## src/rtl/pipeline_ctrl.sv

```systemverilog
// Hazard/stall controller for the 5-stage pipeline register bank: one stall code,
// per-stage flush strobes with deferral across full stalls, sticky halt, perf counters.
package pipeline_ctrl_pkg;

   typedef enum logic [2:0] {
      NO_STALL    = 3'd0,
      IFID_STALL  = 3'd1,
      IDEX_STALL  = 3'd2,
      EXMEM_STALL = 3'd3,
      FULL_STALL  = 3'd4
   } pipe_stall_t;

   typedef enum logic [1:0] {
      ST_RUN   = 2'd0,
      ST_DWAIT = 2'd1,
      ST_HALT  = 2'd2
   } ctrl_state_t;

endpackage

module pipeline_ctrl
   import pipeline_ctrl_pkg::*;
#(
   parameter int CNT_W = 16,
   parameter int REG_W = 5
) (
   input  logic              CLK,
   input  logic              nRST,
   input  logic              ihit,
   input  logic              dmem_req,
   input  logic              dhit,
   input  logic              ex_busy,
   input  logic              idex_memread,
   input  logic [REG_W-1:0]  idex_rd,
   input  logic [REG_W-1:0]  ifid_rs,
   input  logic [REG_W-1:0]  ifid_rt,
   input  logic              id_jump,
   input  logic              mem_branch_taken,
   input  logic              wb_halt,
   output pipe_stall_t       pipe_stall,
   output logic              ifid_FLUSH,
   output logic              idex_FLUSH,
   output logic              exmem_FLUSH,
   output logic              memwb_FLUSH,
   output logic              pc_en,
   output logic              halt,
   output logic [CNT_W-1:0]  stall_cnt,
   output logic [CNT_W-1:0]  flush_cnt,
   output ctrl_state_t       dbg_state_o
);

   localparam logic [CNT_W-1:0] CNT_MAX = '1;
   localparam logic [CNT_W-1:0] CNT_ONE = {{(CNT_W-1){1'b0}}, 1'b1};

   ctrl_state_t      state_q, state_d;
   logic [2:0]       pend_flush_q, pend_flush_d;   // {exmem, idex, ifid}
   logic [CNT_W-1:0] stall_cnt_q, stall_cnt_d;
   logic [CNT_W-1:0] flush_cnt_q, flush_cnt_d;

   logic       dmiss;
   logic       load_use;
   logic       full_stall;
   logic [2:0] flush_req;
   logic [2:0] flush_issue;

   assign dmiss    = dmem_req & ~dhit;
   assign load_use = idex_memread & (idex_rd != '0) &
                     ((idex_rd == ifid_rs) | (idex_rd == ifid_rt));
   assign flush_req = {mem_branch_taken, mem_branch_taken, mem_branch_taken | id_jump};

   // FSM: state register
   always_ff @(posedge CLK or negedge nRST) begin
      if (!nRST) begin
         state_q <= ST_RUN;
      end else begin
         state_q <= state_d;
      end
   end

   // FSM: next state
   always_comb begin
      state_d = state_q;
      unique case (state_q)
         ST_RUN: begin
            if (wb_halt) begin
               state_d = ST_HALT;
            end else if (dmiss) begin
               state_d = ST_DWAIT;
            end
         end
         ST_DWAIT: begin
            if (wb_halt) begin
               state_d = ST_HALT;
            end else if (dhit) begin
               state_d = ST_RUN;
            end
         end
         ST_HALT: state_d = ST_HALT;
         default: state_d = ST_RUN;
      endcase
   end

   // FSM: outputs (stall priority, flush issue, PC enable)
   always_comb begin
      pipe_stall  = NO_STALL;
      flush_issue = 3'b000;
      pc_en       = 1'b0;
      if ((state_q == ST_HALT) || (state_d == ST_HALT)) begin
         pipe_stall = FULL_STALL;
      end else if (dmiss) begin
         pipe_stall = FULL_STALL;
      end else if (ex_busy) begin
         pipe_stall = EXMEM_STALL;
      end else if (load_use) begin
         pipe_stall = IDEX_STALL;
      end else if (!ihit) begin
         pipe_stall = IFID_STALL;
      end
      if (pipe_stall != FULL_STALL) begin
         flush_issue = pend_flush_q | flush_req;
      end
      // A non-deferred redirect must move the PC even under a partial stall.
      if (state_q != ST_HALT) begin
         pc_en = (pipe_stall == NO_STALL) ||
                 (mem_branch_taken && (pipe_stall != FULL_STALL));
      end
   end

   assign full_stall  = (pipe_stall == FULL_STALL);
   assign ifid_FLUSH  = flush_issue[0];
   assign idex_FLUSH  = flush_issue[1];
   assign exmem_FLUSH = flush_issue[2];
   assign memwb_FLUSH = 1'b0;
   assign halt        = (state_q == ST_HALT);
   assign dbg_state_o = state_q;

   // Requests seen during a full stall wait here until the pipe can move.
   always_comb begin
      pend_flush_d = 3'b000;
      if (full_stall) begin
         pend_flush_d = pend_flush_q | flush_req;
      end
   end

   always_ff @(posedge CLK or negedge nRST) begin
      if (!nRST) begin
         pend_flush_q <= 3'b000;
      end else begin
         pend_flush_q <= pend_flush_d;
      end
   end

   always_comb begin
      stall_cnt_d = stall_cnt_q;
      flush_cnt_d = flush_cnt_q;
      if (state_q != ST_HALT) begin
         if ((pipe_stall != NO_STALL) && (stall_cnt_q != CNT_MAX)) begin
            stall_cnt_d = stall_cnt_q + CNT_ONE;
         end
         if ((flush_issue != 3'b000) && (flush_cnt_q != CNT_MAX)) begin
            flush_cnt_d = flush_cnt_q + CNT_ONE;
         end
      end
   end

   always_ff @(posedge CLK or negedge nRST) begin
      if (!nRST) begin
         stall_cnt_q <= '0;
         flush_cnt_q <= '0;
      end else begin
         stall_cnt_q <= stall_cnt_d;
         flush_cnt_q <= flush_cnt_d;
      end
   end

   assign stall_cnt = stall_cnt_q;
   assign flush_cnt = flush_cnt_q;

endmodule

```

## config.mk

```make
export PLATFORM = sky130hd
export DESIGN_NAME = pipeline_ctrl
export DESIGN_NICKNAME = d
export VERILOG_FILES = /design/src/rtl/pipeline_ctrl.sv
export SDC_FILE = /design/constraint.sdc
export NUM_CORES = 1
export LEC_CHECK = 0
export CORE_AREA = 4 4 80 82
export CTS_CLUSTER_SIZE = 25
export DETAILED_ROUTE_END_ITERATION = 16
export DIE_AREA = 0 0 84 86
export GPL_TIMING_DRIVEN = 0
export PLACE_DENSITY_LB_ADDON = 0.12
export SYNTH_ARGS = -nofsm -noshare
export SYNTH_HDL_FRONTEND = slang
export SYNTH_SLANG_ARGS = --single-unit
```

## constraint.sdc

```tcl
create_clock -name CLK -period 2 [get_ports CLK]
set_clock_uncertainty 0.2 [all_clocks]
set_input_delay 0.4 -clock CLK [delete_from_list [all_inputs] [get_ports CLK]]
set_output_delay 0.4 -clock CLK [all_outputs]
set_load 0.01 [all_outputs]
```

Yosys cells after proc, flatten, opt, wreduce, memory -nomap -nowiden
Index checks and enable logic that the tools add are counted.
{"block": "op_classes", "n_addsub": 2, "eq_ne": 10, "muxes": 13, "bitwise_logic": 7, "reduce_logical": 12}
{"operator": "16-bit by 1-bit adder with 16-bit output, second input constant", "count": 2}
{"operator": "16-bit inequality test, second input constant", "count": 2}
{"operator": "2-bit 2-to-1 mux", "count": 6}
{"operator": "3-bit 2-to-1 mux", "count": 4}
{"operator": "5-bit equality test", "count": 2}
{"operator": "2-bit one-hot mux with 3 select lines", "count": 1}
{"operator": "3-bit nonzero test", "count": 2}
{"operator": "5-bit nonzero test", "count": 1}
{"operator": "2-bit equality test, second input constant", "count": 2}
{"operator": "2-bit AND reduction", "count": 2}
{"operator": "1-bit AND", "count": 3}
{"operator": "3-bit equality test, second input constant", "count": 1}
{"operator": "1-bit logical AND", "count": 3}
{"operator": "3-bit zero test", "count": 1}
{"operator": "3-bit inequality test, second input constant", "count": 1}
{"operator": "3-bit OR", "count": 1}
{"operator": "2-bit by 1-bit equality test with 1-bit output, second input constant", "count": 1}
{"operator": "2-bit zero test", "count": 1}
{"operator": "1-bit logical OR", "count": 2}
{"operator": "1-bit 2-to-1 mux", "count": 2}
{"operator": "2-bit inequality test, second input constant", "count": 1}
{"operator": "1-bit OR", "count": 2}
{"operator": "1-bit NOT", "count": 1}
{"block": "totals", "ff_bits": 37, "input_bits": 25, "out_inout_bits": 43, "wordCells": 48}

Logic depth before layout (Yosys ltp)
{"block": "depth", "word_depth": 13, "depth_mapped": 10}

Worst setup path before layout
OpenSTA, ideal clock, no wires.
{"block": "synth_timing", "path_kind": "register to register", "start": "reg stall_cnt_q[0], in the netlist stall_cnt[0]", "end": "reg stall_cnt_q[12], in the netlist stall_cnt[12]", "setup_time_ps": 126, "arrival_time_ps": 1808, "slack_ps": -134, "path_stages_with_launch": 11, "path_buffers": 3, "synth_period_minus_slack_ps": 2134, "path_cell_list": "dfrtp_1 -> ha_1 -> and3_1 -> buf_2 -> nand3_1 -> o221ai_1 -> a21bo_1 -> buf_6 -> buf_12 -> nand4_4 -> xnor2_1"}
{"block": "synth_via", "elab_chain_len": 3, "word_cells_on_any_way": 4, "cone_classes": "1 x add/sub; 1 x eq/ne; 2 x reduce/logical"}
{"item": "start, declared", "line": "57", "text": "logic [CNT_W-1:0] stall_cnt_q, stall_cnt_d;"}
{"item": "start signal, assigned", "line": "171", "text": "stall_cnt_q <= stall_cnt_d;"}
{"item": "parallel branches: the longest is 3 deep, another holds 16-bit by 1-bit adder with 16-bit output"}
Several ways; the timed one is not identified.
A chain may end at the register's enable or synchronous reset.

Worst setup path after layout
{"block": "layout_timing", "start": "in idex_rd[4]", "end": "out pc_en"}
{"block": "layout_via", "elab_chain_len": 11, "word_cells_on_any_way": 15, "cone_classes": "3 x eq/ne; 5 x mux; 3 x bitwise; 4 x reduce/logical"}
{"item": "start, declared", "line": "34", "text": "input logic [REG_W-1:0] idex_rd,"}
{"item": "5-bit equality test / 5-bit nonzero test (equally long branches)", "line": "68, 67"}
{"item": "1-bit OR / 1-bit AND (equally long branches)", "line": "68, 67"}
{"item": "1-bit AND *", "line": "67", "text": "assign load_use = idex_memread & (idex_rd != '0) &"}
{"item": "2-bit 2-to-1 mux *", "line": "114", "text": "end else if (load_use) begin"}
{"item": "2-bit 2-to-1 mux *", "line": "112", "text": "end else if (ex_busy) begin"}
{"item": "3-bit 2-to-1 mux *", "line": "110", "text": "end else if (dmiss) begin"}
{"item": "3-bit 2-to-1 mux *", "line": "108", "text": "if ((state_q == ST_HALT) || (state_d == ST_HALT)) begin"}
{"item": "3-bit inequality test", "line": "125", "text": "(mem_branch_taken && (pipe_stall != FULL_STALL));"}
{"item": "1-bit logical AND", "line": "125"}
{"item": "1-bit logical OR *", "line": "124", "text": "pc_en = (pipe_stall == NO_STALL) ||"}
{"item": "1-bit 2-to-1 mux *", "line": "123", "text": "if (state_q != ST_HALT) begin"}
{"item": "end, declared", "line": "45", "text": "output logic pc_en,"}
Every way passes the cells marked *; elsewhere a longest branch is shown, timed or not.

==> run_results.csv <==
group,metric,value,unit
clock_network,cts_buffers,5,
global_route,gr-total-overflow,0,
yosys,synth_top_cell_area_share,47.6,%
clock_network,cts_root_buffer,"clkbuf_8",
worst_setup_path,cp-end-kind,"primary output",
sta,hold_violations,0,
yosys,synth_edf_count,0,
global_route,grt_max_degree,38,
yosys,yosys_warnings,0,
pwr,ir_drop,660,uV
global_route,grt_use_total,14.2,%
hold_path,hp-class,"in2async",
sta,fmax,436,MHz
sta,setup_violations,10,
pwr,p_total,3.28,mW
layout,final_cells,366,
routing,drc_errors,0,
job,cap_violations,0,
global_route,antenna_found_initial,0,
routing,ant_nets,0,
layout,final_util,58.2,%
worst_setup_path,start_kind,"primary input",
pwr,p_leak,1.52,nW
clock_network,htree_levels,2,
yosys,netlist_area,1940,um^2
yosys,yosys_most_used_dff,"dfrtp_1",
worst_setup_path,required,1.40,ns
sta,finalCritPeriodShare,115,%
pwr,p_per_area,980,nW/um^2
clock_network,ctsLongestPathBuffers,2,
floorplan,die-width,84,um
global_route,grt_pass1_wl,8250,um
sta,layout_setup_ws,-0.295,ns
layout,diodes,0,
global_route,grt_pass1_vias,1782,
layout,syn_to_final_growth,72.0,%
worst_setup_path,crit_type,"in2out",
layout,drive_above_1_share,38.8,%
yosys,ys_ff_latch,37,
floorplan,rows,28,
floorplan,ioPinCount,68,
sta,tightest_slew,0.828,ns
yosys,synth_cell_type_count,35,
floorplan,dieArea,7220,um^2
floorplan,die_h,86,um
yosys,syn_avg_cell_area,10.6,um^2
yosys,synth_top_cell_by_area,"dfrtp_1",
routing,routed_wl,5040,um
yosys,syn_nets,210,
worst_setup_path,crit_fanout,3,
routing,drt-pass1-iter-count,4,
worst_setup_path,regToRegStartpoint,"dbg_state_o[1]$_DFF_PN0_",
sta,slew_headroom,44.8,%
yosys,synthCells,183,
yosys,yosysSeqAreaShare,47.6,%
floorplan,core_area,5750,um^2
sta,slew_violations,0,
routing,drt-initial-drc-count,45,
yosys,async_flop_share,100,%
place,dp.cells,324,
yosys,synth_area_leaders,"dfrtp_1, xnor2_1, xor2_1, and3_1, nor2_1",
clock_network,cts_tree,"done",
clock_network,clkLatencyLatePin,0.29,ns
place,dp_hpwl,3280,um
run_status,status,"finished, violations left",
place,gp_congestion,0.779,
worst_setup_path,reg2reg_depth,8,
worst_setup_path,ff2ff_setup_slack,-0.06,ns
sta,fin_crit,2.29,ns
yosys,synth_common_cells,"dfrtp_1, xnor2_1, nor2_1",
routing,routedWlPerCell,13.8,um
floorplan,start_util,33.8,%
sta,rsz0062_at_grt,"yes",
clock_network,clkTransAtPathRegs,0.07,ns
routing,num_vias,1708,
clock_network,clock-sinks,37,
yosys,yosysMostFrequentCell,"dfrtp_1",
sta,fin_setup_tns,-1.09,ns
worst_setup_path,cp_data_arrival_time,1.69,ns
routing,vias_per_cell,4.67,
run_status,violations,"negative setup slack",
place,io_buffers,66,
worst_setup_path,r2r_end,"flush_cnt[1]$_DFFE_PN0P_",
layout,fin_nets,317,
final cells by class:
| type | count | area [um^2] |
|---|---|---|
| Clock buffer | 6 | 72.6 |
| Timing Repair Buffer | 102 | 922 |
| Multi-Input combinational cell | 136 | 1220 |
| Fill cell | 518 | 2400 |
| Sequential cell | 37 | 933 |
| Buffer | 3 | 38.8 |
| Clock inverter | 2 | 38.8 |
| Tap cell | 75 | 93.8 |
| Inverter | 5 | 26.3 |
cells by family (layout without fill, tap and decap cells):
logic type               count (synthesis)  in the layout  share of synthesized area, %
other                                    1              1                         0.193
AND/OR/NAND/NOR                         81             81                          23.4
buffers and inverters                   10            118                          3.48
adder cells (fa/ha/maj)                  2              2                          1.29
AO/OA/AOI/OAI                           10             10                          4.77
flip-flops                              37             37                          47.6
multiplexers                             2              2                          1.16
XOR/XNOR                                40             40                          18.0
sequential cells by signal, summed over array words and instances, names as in the netlist:
| register | flops |
|---|---|
| dbg_state_o | 2 |
| flush_cnt | 16 |
| pend_flush_q | 3 |
| stall_cnt | 16 |
placed cells by master, fill, tap and decap left out, drive strengths merged, types with 2 or more instances in the layout:
cell type	netlist	final
a21oi	3	3
and3	12	12
and4	2	2
buf	5	51
clkbuf	0	6
clkdlybuf4s50	0	38
dfrtp	37	37
dlygate4sd2	0	15
ha	2	2
inv	5	5
mux2	2	2
nand2	15	15
nand2b	4	4
nand3	12	12
nand4	10	10
nor2	19	19
nor3	3	3
xnor2	31	31
xor2	9	9
through the flow:
step	instance area (um^2)	hold slack (ns)	worst slack (ns)
6_report	3340	0.00269	-0.295
5_1_grt	3340	0.0768	-0.326
4_1_cts	3100	0.0354	-0.332
3_5_place_dp	2720	0.292	-1.18
3_3_place_gp	2720	0.280	-1.19
2_1_floorplan	1970	-0.0956	-0.117
per-layer routing:
layer / track usage, % / up-vias / routed length, um
met5: 0 / - / 0
met4: 3.95 / 0 / 55
met3: 4.23 / 8 / 264
met2: 24.7 / 42 / 2630
met1: 17.1 / 815 / 2090
li1: - / 843 / -
how the worst max path moves through the flow:
stage | from | to | slack, ns
after floorplan | idex_rd[1] | pc_en | -0.12
after global placement | idex_rd[2] | pc_en | -1.19
after detailed placement | idex_rd[1] | pc_en | -1.18
after CTS | idex_rd[4] | pc_en | -0.33
after global routing | idex_rd[4] | pc_en | -0.33
final | idex_rd[4] | pc_en | -0.29
report_power, final:
part           leakage, nW  switching, mW  internal (mW)
logic                0.998          0.680          0.928
registers            0.470          0.137          0.887
clock network       0.0554          0.270          0.374
critical path: stages:
cell and delay, ns:
buf_8 0.09, or4_4 0.52, o21a_4 0.23, a21oi_4 0.16, a21oi_2 0.07, nor2_1 0.09, buf_2 0.13
timing repair:
action | in CTS | in global routing
setup buffers | 20 | 15
setup endpoints to repair | 36 | 33
hold buffers | 0 | 0
resized for setup | 101 | 32
cloned | 1 | 0
pin swaps | 26 | 35
No activity file was read; power rests on OpenSTA's default activity.
